`src/rtl/cache_pkg.sv`:
```
// -----------------------------------------------------------------------------
// cache_pkg
// Shared definitions for the cache line-fill logic.
//   BLOCK_WORDS   : 16-bit words per cache line (16-byte line)
//   fill_state_t  : fill controller states (IDLE, FILL)
//   TAG_*         : bit positions inside the 8-bit tag-array entry
//                   tag [7:2], valid [1], LRU [0]
//   make_tag()    : builds a freshly-filled tag entry (valid set, LRU clear)
// -----------------------------------------------------------------------------
package cache_pkg;

   localparam int BLOCK_WORDS   = 8;

   localparam int TAG_MSB       = 7;
   localparam int TAG_LSB       = 2;
   localparam int TAG_VALID_BIT = 1;
   localparam int TAG_LRU_BIT   = 0;

   typedef enum logic {
      IDLE = 1'b0,
      FILL = 1'b1
   } fill_state_t;

   // LRU is left at 0 here; the cache's metadata array owns that bit.
   function automatic logic [7:0] make_tag(input logic [TAG_MSB-TAG_LSB:0] tag_bits);
      logic [7:0] entry;
      entry                   = '0;
      entry[TAG_MSB:TAG_LSB]  = tag_bits;
      entry[TAG_VALID_BIT]    = 1'b1;
      entry[TAG_LRU_BIT]      = 1'b0;
      return entry;
   endfunction

endpackage

```
`src/rtl/cache_fill_fsm_fill_counter.sv`:
```
// -----------------------------------------------------------------------------
// fill_counter
// Small up-counter used to track word requests and word receipts during a
// cache line fill. Saturates at MAX so it can never wrap past the line end.
//   clk     : rising-edge clock
//   rst     : asynchronous active-high reset, count -> 0
//   clear   : synchronous clear (has priority over enable)
//   enable  : count up by one this cycle (ignored once count == MAX)
//   count   : current count value
// -----------------------------------------------------------------------------
module fill_counter #(
   parameter int WIDTH = 4,
   parameter int MAX   = 8
) (
   input  logic             clk,
   input  logic             rst,
   input  logic             clear,
   input  logic             enable,
   output logic [WIDTH-1:0] count
);

   localparam logic [WIDTH-1:0] COUNT_MAX = WIDTH'(MAX);

   // Clear wins over enable so a new fill always starts from zero.
   always_ff @(posedge clk or posedge rst) begin
      if (rst) begin
         count <= '0;
      end else if (clear) begin
         count <= '0;
      end else if (enable && (count < COUNT_MAX)) begin
         count <= count + WIDTH'(1);
      end
   end

endmodule

```
`src/rtl/cache_fill_fsm.sv`:
```
// -----------------------------------------------------------------------------
// cache_fill_fsm
// On a cache miss, fetches the whole 8-word line from main memory, writes
// each returned word into the cache data array and, with the last word,
// writes the line's tag entry. Requests are issued back to back; responses
// may arrive with any latency (in order, at most one per cycle).
//   clk               : rising-edge clock
//   rst               : asynchronous active-high reset
//   miss_detected     : cache reports a miss this cycle
//   miss_address      : byte address of the missing access
//   memory_data       : word returned by main memory
//   memory_data_valid : memory_data valid this cycle
//   fsm_busy          : fill in progress (also high in the miss cycle)
//   memory_read_en    : issue a read of memory_address this cycle
//   memory_address    : word address requested from memory
//   cache_addr        : cache address (miss_address when idle, fill address)
//   data_out          : word to cache data_in
//   write_data_array  : cache data-array write enable
//   tag_out           : tag entry to cache tag_in
//   write_tag_array   : cache tag-array write enable
// -----------------------------------------------------------------------------
module cache_fill_fsm #(
   parameter int BLOCK_WORDS = cache_pkg::BLOCK_WORDS
) (
   input  logic        clk,
   input  logic        rst,
   input  logic        miss_detected,
   input  logic [15:0] miss_address,
   input  logic [15:0] memory_data,
   input  logic        memory_data_valid,
   output logic        fsm_busy,
   output logic        memory_read_en,
   output logic [15:0] memory_address,
   output logic [15:0] cache_addr,
   output logic [15:0] data_out,
   output logic        write_data_array,
   output logic [7:0]  tag_out,
   output logic        write_tag_array
);

   import cache_pkg::*;

   localparam logic [3:0] NUM_WORDS = 4'(BLOCK_WORDS);
   localparam logic [3:0] LAST_WORD = 4'(BLOCK_WORDS - 1);

   fill_state_t state;
   fill_state_t state_next;
   logic [15:4] base;
   logic [3:0]  req_cnt;
   logic [3:0]  rcv_cnt;
   logic        start_fill;

   // Request counter advances on every issued read; receive counter on
   // every word written. Both restart when a new miss is accepted.
   fill_counter #(.WIDTH(4), .MAX(BLOCK_WORDS)) u_req_cnt (
      .clk    (clk),
      .rst    (rst),
      .clear  (start_fill),
      .enable (memory_read_en),
      .count  (req_cnt)
   );

   fill_counter #(.WIDTH(4), .MAX(BLOCK_WORDS)) u_rcv_cnt (
      .clk    (clk),
      .rst    (rst),
      .clear  (start_fill),
      .enable (write_data_array),
      .count  (rcv_cnt)
   );

   // State register and line base. The base is only captured when a miss
   // is accepted from IDLE, so misses seen during a fill cannot disturb it.
   always_ff @(posedge clk or posedge rst) begin
      if (rst) begin
         state <= IDLE;
         base  <= '0;
      end else begin
         state <= state_next;
         if (start_fill) begin
            base <= miss_address[15:4];
         end
      end
   end

   // Next-state and outputs. Busy is raised combinationally in the miss
   // cycle so the pipeline stalls without a one-cycle hole. Memory
   // responses are only consumed in FILL; anything arriving in IDLE
   // (e.g. leftovers from a fill abandoned by reset) is dropped.
   always_comb begin
      state_next       = state;
      start_fill       = 1'b0;
      fsm_busy         = 1'b0;
      memory_read_en   = 1'b0;
      memory_address   = '0;
      cache_addr       = miss_address;
      data_out         = '0;
      write_data_array = 1'b0;
      tag_out          = '0;
      write_tag_array  = 1'b0;

      case (state)
         IDLE: begin
            if (miss_detected) begin
               fsm_busy   = 1'b1;
               start_fill = 1'b1;
               state_next = FILL;
            end
         end

         FILL: begin
            fsm_busy   = 1'b1;
            cache_addr = {base, rcv_cnt[2:0], 1'b0};

            if (req_cnt < NUM_WORDS) begin
               memory_read_en = 1'b1;
               memory_address = {base, req_cnt[2:0], 1'b0};
            end

            if (memory_data_valid) begin
               write_data_array = 1'b1;
               data_out         = memory_data;
               if (rcv_cnt == LAST_WORD) begin
                  write_tag_array = 1'b1;
                  tag_out         = make_tag(base[15:10]);
                  state_next      = IDLE;
               end
            end
         end

         default: begin
            state_next = IDLE;
         end
      endcase
   end

endmodule

```
`config.mk`:
```
export PLATFORM = sky130hd
export DESIGN_NAME = cache_fill_fsm
export DESIGN_NICKNAME = d
export VERILOG_FILES = /design/src/rtl/cache_pkg.sv /design/src/rtl/cache_fill_fsm_fill_counter.sv /design/src/rtl/cache_fill_fsm.sv
export SDC_FILE = /design/constraint.sdc
export NUM_CORES = 1
export LEC_CHECK = 0
export CAP_MARGIN = 20
export CORE_MARGIN = 2
export CORE_UTILIZATION = 35
export CTS_BUF_LIST = sky130_fd_sc_hd__clkbuf_16
export CTS_CLUSTER_SIZE = 16
export DETAILED_ROUTE_END_ITERATION = 10
export PLACE_DENSITY = 0.78
export SETUP_SLACK_MARGIN = 0.4
export SYNTH_ARGS = -nofsm -noshare
export SYNTH_HDL_FRONTEND = slang
export SYNTH_HIERARCHICAL = 1
export SYNTH_SLANG_ARGS = --single-unit
```
`constraint.sdc`:
```
create_clock -name clk -period 2.4 [get_ports clk]
set_clock_uncertainty 0.2 [all_clocks]
set_input_delay 0.48 -clock clk [delete_from_list [all_inputs] [get_ports clk]]
set_output_delay 0.48 -clock clk [all_outputs]
set_load 0.005 [all_outputs]
```
Word-level counts from Yosys, hierarchy flattened
Cells that the tools add are included.
Storage, ports and cells
  logic and storage cells: 39
  bits of input ports: 36
  flip-flop bits (word level): 21
  output and inout bits: 60
Operators by class
  eq/ne operators: 1
  reduce and logical (&&, ||, !) cells: 4
  mux-type cells: 25
  order comparisons: 2
  $add $sub $neg: 2
  bitwise logic cells: 1
Operators with widths (count)
  $mux 16: 5
  $mux 8: 3
  $mux 4: 4
  $mux 1: 11
  $add 4x1->4 const B: 2
  $lt 4x4->1 const B: 2
  $eq 4x3->1 const B: 1
  $pmux 1 s2: 2
  $reduce_bool 2->1: 2
  $logic_and 1x1->1: 2
  $not 1->1: 1

Depth between registers and ports, before layout
Gate-level depths: netlist of run 1.
  depth after elaboration: 6
  mapped depth: 7
  depth with buffers taken out: 5

By module
The synthesis of run 1 kept the hierarchy.
Modules (own cells, without submodules)
  cache_fill_fsm: area each 1068.5 um^2, cells each 104, times used 1, seq. area each 325.3 um^2
  fill_counter: area each 188.9 um^2, cells each 16, times used 2, seq. area each 100.1 um^2

Least setup slack after synthesis of run 1
OpenSTA, ideal clock, no wires.
  kind: register -> output
  start: register u_rcv_cnt.count[3]
  end: output port tag_out[1]
  setup slack: 670 ps
  path buffers: 1
  data arrival time: 1050 ps
  required time: 1720 ps
  stages on the path, launching flop included: 4
  path through: dfrtp_1 > nand4b_1 > nor2_1 > buf_4
Between the ends
  word-level cells in the longest chain between the ends: 4
Ends and longest elaborated chain
  start, declared: RTL line cache_fill_fsm_fill_counter.sv:19  | output logic [WIDTH-1:0] count
  start signal, assigned: RTL line cache_fill_fsm_fill_counter.sv:31  | count <= count + WIDTH'(1);
  $eq 4x3->1: RTL line cache_fill_fsm.sv:122  | if (rcv_cnt == LAST_WORD) begin
  $mux 8: RTL line cache_fill_fsm.sv:122
  $mux 8: RTL line cache_fill_fsm.sv:119  | if (memory_data_valid) begin
  $mux 8: RTL line cache_fill_fsm.sv:101  | case (state)
  end, declared: RTL line cache_fill_fsm.sv:37  | output logic [7:0] tag_out,
No other way between the ends.

Final worst setup path of run 1
  start: register state
  end: output port cache_addr[14]
Between the ends
  word-level cells in the longest chain between the ends: 1
Ends and longest elaborated chain
  start, declared: RTL line cache_fill_fsm.sv:46  | fill_state_t state;
  start signal, assigned: RTL line cache_fill_fsm.sv:78  | state <= state_next;
  $mux 16: RTL line cache_fill_fsm.sv:101
  end, declared: RTL line cache_fill_fsm.sv:34  | output logic [15:0] cache_addr,
No other way between the ends.

==> metrics.txt, run 1 <==
PortBufs 93; Syn. warnings 6; Max Clock Freq 0.461 GHz; final hold vios 0; Initial DRC Count 48; Rel. slew slack a little over 60%; Initial Util a little over a third; Area Growth Syn to Fin 121%; Max Cap Viol 0; DP Area ~2400 µm²; Die Area ~4700 µm²; DR vias 1605; vias in the first global route 1450; Post-Syn Instances 136; leakage power 1.56 nW; final core occ 80.0%; Cell Count, Final, Fillers Out approximately 330; max-slew violation count 0; Worst EP required ~1700 ps; drc violations 0; Ports 96; Post-layout nets 320; share of post-route cells with drive strength above 1 roughly two thirds; Clock Tree Root clkbuf_16; FP Rows 23; core area between 4000 and 5000 µm²; post-layout instance area 3200 µm²; GRT overflow 0; Reg2Reg Depth 8; pwr/cell area ~1100 nW/µm²; RSZ-0062 raised after global routing true; CTS tree yes; outcome finished, final reports clean; launch point of the worst reg-to-reg path state; FF-to-FF End base[5]; fill count 256; final period utilization 90.5%; wire per inst 17.0 µm; Clock transition at path regs 60 ps; n_diodes 0; Crit Path Max Fanout 4; placed cell count between 200 and 300; post-route ant nets 0; GR Util All Layers 20.9%; initial antenna violation count 0; first-pass GRT wire length between 7000 and 8000 µm; clk sinks 21; Avg Cell Area, Syn approximately 11 µm²; Max Buffers Root-to-Sink 2; Synth Cell Area 1450 µm²; register area roughly 530 µm²; Setup crit end kind output port; die height 68.3 µm; flop2flop setup slack between 300 and 400 ps; Post-DP HPWL 3090 µm; Vias per Instance 4.85; DP Worst Slack -182 ps; Worst-Skew Late Latency around 250 ps; Die W 68.3 µm; TritonRoute pass-1 iters 4; CP arrival 1490 ps; Setup CP Type reg2out; post-synth cell types 27; Pwr Total approximately 3.4 mW; # hold bufs at CTS 0; HP Class in2async; # H-tree levels 1; largest net degree at the start of global routing 17; CP Launch Type register; slew at the pin closest to its max-slew limit 577 ps; Final Critical Period between 2000 and 2500 ps; Peak VDD IR 0.000687 V; TritonCTS Buffers 3; final setup violation count 0; Final WS setup 229 ps; DRT Wirelength 5630 µm; Seq cells post-synth 21; sequential area share after synthesis 36.3%; multi-input logic area 1010 µm²; GPL Wtd Cong 0.792
[worst max-delay path, stage by stage (launching register included)]
cell and delay, ps:
dfrtp_2 450, buf_12 150, buf_12 120, buf_6 110
mux2_4 300, buf_6 120
[final cells by class]
cell class                      count  area share [%]
Timing Repair Buffer              147            46.3
Tap cell                           50            1.95
Inverter                           10            1.17
Multi-Input combinational cell     99            31.6
Clock inverter                      1           0.117
Sequential cell                    21            16.5
Clock buffer                        3            2.35
[worst max-delay path by stage]
stage                                  start                end  slack, ps  cells past startpoint
after floorplan           u_rcv_cnt/count[3]         tag_out[1]        670                      3
after global placement     memory_data_valid         tag_out[4]       -160                      4
after detailed placement   memory_data_valid         tag_out[5]       -180                      4
after CTS                              state  memory_address[6]        210                      5
after global routing                   state      cache_addr[5]        200                      5
final                                  state     cache_addr[14]        230                      5
[metal layers]
layer / wire length (µm) / track usage [%] / part of all wire, %
met5: 0 / 0 / 0
met4: 135 / 6.25 / 2.4
met3: 545 / 6.58 / 9.7
met2: 2910 / 37.3 / 52
met1: 2030 / 23.7 / 36
[sequential cells by signal, summed over array words and instances (netlist names)]
register and cells:
base 12, u_rcv_cnt/count 4, state 1, u_req_cnt/count 4
[stage by stage]
stage / hold slack [ps] / TNS (ps)
2_1_floorplan: 46.1 / 0
3_3_place_gp: 313 / -2170
3_5_place_dp: 317 / -3110
4_1_cts: 278 / 0
5_1_grt: 295 / 0
6_report: 276 / 0
[repair_timing]
| action | CTS | global route |
|---|---|---|
| setup endpoints to repair | 58 | 59 |
| pin swaps | 4 | 2 |
| resized for setup | 257 | 84 |
| gates cloned | 6 | 1 |
| buffers inserted | 30 | 13 |
[placed cells by master (no fill, tap or decap), types with 3 or more instances in the layout]
cell and count:
dfrtp_1 19, mux2_4 12, nor2_1 8, nor3_2 6
inv_1 11, clkbuf_2 6, mux2_2 15, buf_6 59
clkdlybuf4s50_1 34, buf_16 3, buf_2 21, and3_4 16
clkbuf_16 3, and2_4 14, buf_12 6, nor2b_4 3
buf_4 17
[cells in the mapped netlist (all sizes together)]
cell type | number | share of area [%]
mux2 | 27 | 23
dfrtp | 21 | 36
and3 | 16 | 6.9
and2 | 15 | 6.5
inv | 10 | 2.6
nor2 | 9 | 2.3
buf | 8 | 5.4
nor3 | 6 | 2.1
nor2b | 4 | 3.3
a41oi | 2 | 1.2
clkbuf | 2 | 0.52
ha | 2 | 1.7
mux2i | 2 | 1.4
nand3b | 2 | 1.0
xnor2 | 2 | 1.2
xor2 | 2 | 1.2
and2b | 1 | 0.69
conb | 1 | 0.26
nand2 | 1 | 0.43
nand4b | 1 | 0.61
o21a | 1 | 0.52
or2 | 1 | 0.43
[logic make-up (layout without fill, tap and decap cells)]
kind of cell / count (synthesis) / count (layout) / synth area share [%]
AND/OR/NAND/NOR: 56 / 59 / 24.3
multiplexers: 29 / 29 / 24.7
flip-flops: 21 / 21 / 36.3
buffers and inverters: 20 / 161 / 8.48
XOR/XNOR: 4 / 4 / 2.42
AO/OA/AOI/OAI: 3 / 3 / 1.73
adder cells (fa/ha/maj): 2 / 2 / 1.73
other: 1 / 2 / 0.259
[where the power goes]
group	internal (mW)	total [mW]	switching, mW	leakage, nW
Clock	0.222	0.354	0.132	0.0423
Combinational	1.58	2.37	0.787	1.27
Sequential	0.533	0.690	0.157	0.248
(Power assumes the default switching activity.)
==> run 2, diff against run 1 <==
Settings changed: GPL_ROUTABILITY_DRIVEN set to 0.
==> results of run 2 <==
Final layout, timing and power as in run 1 (identical DEF).
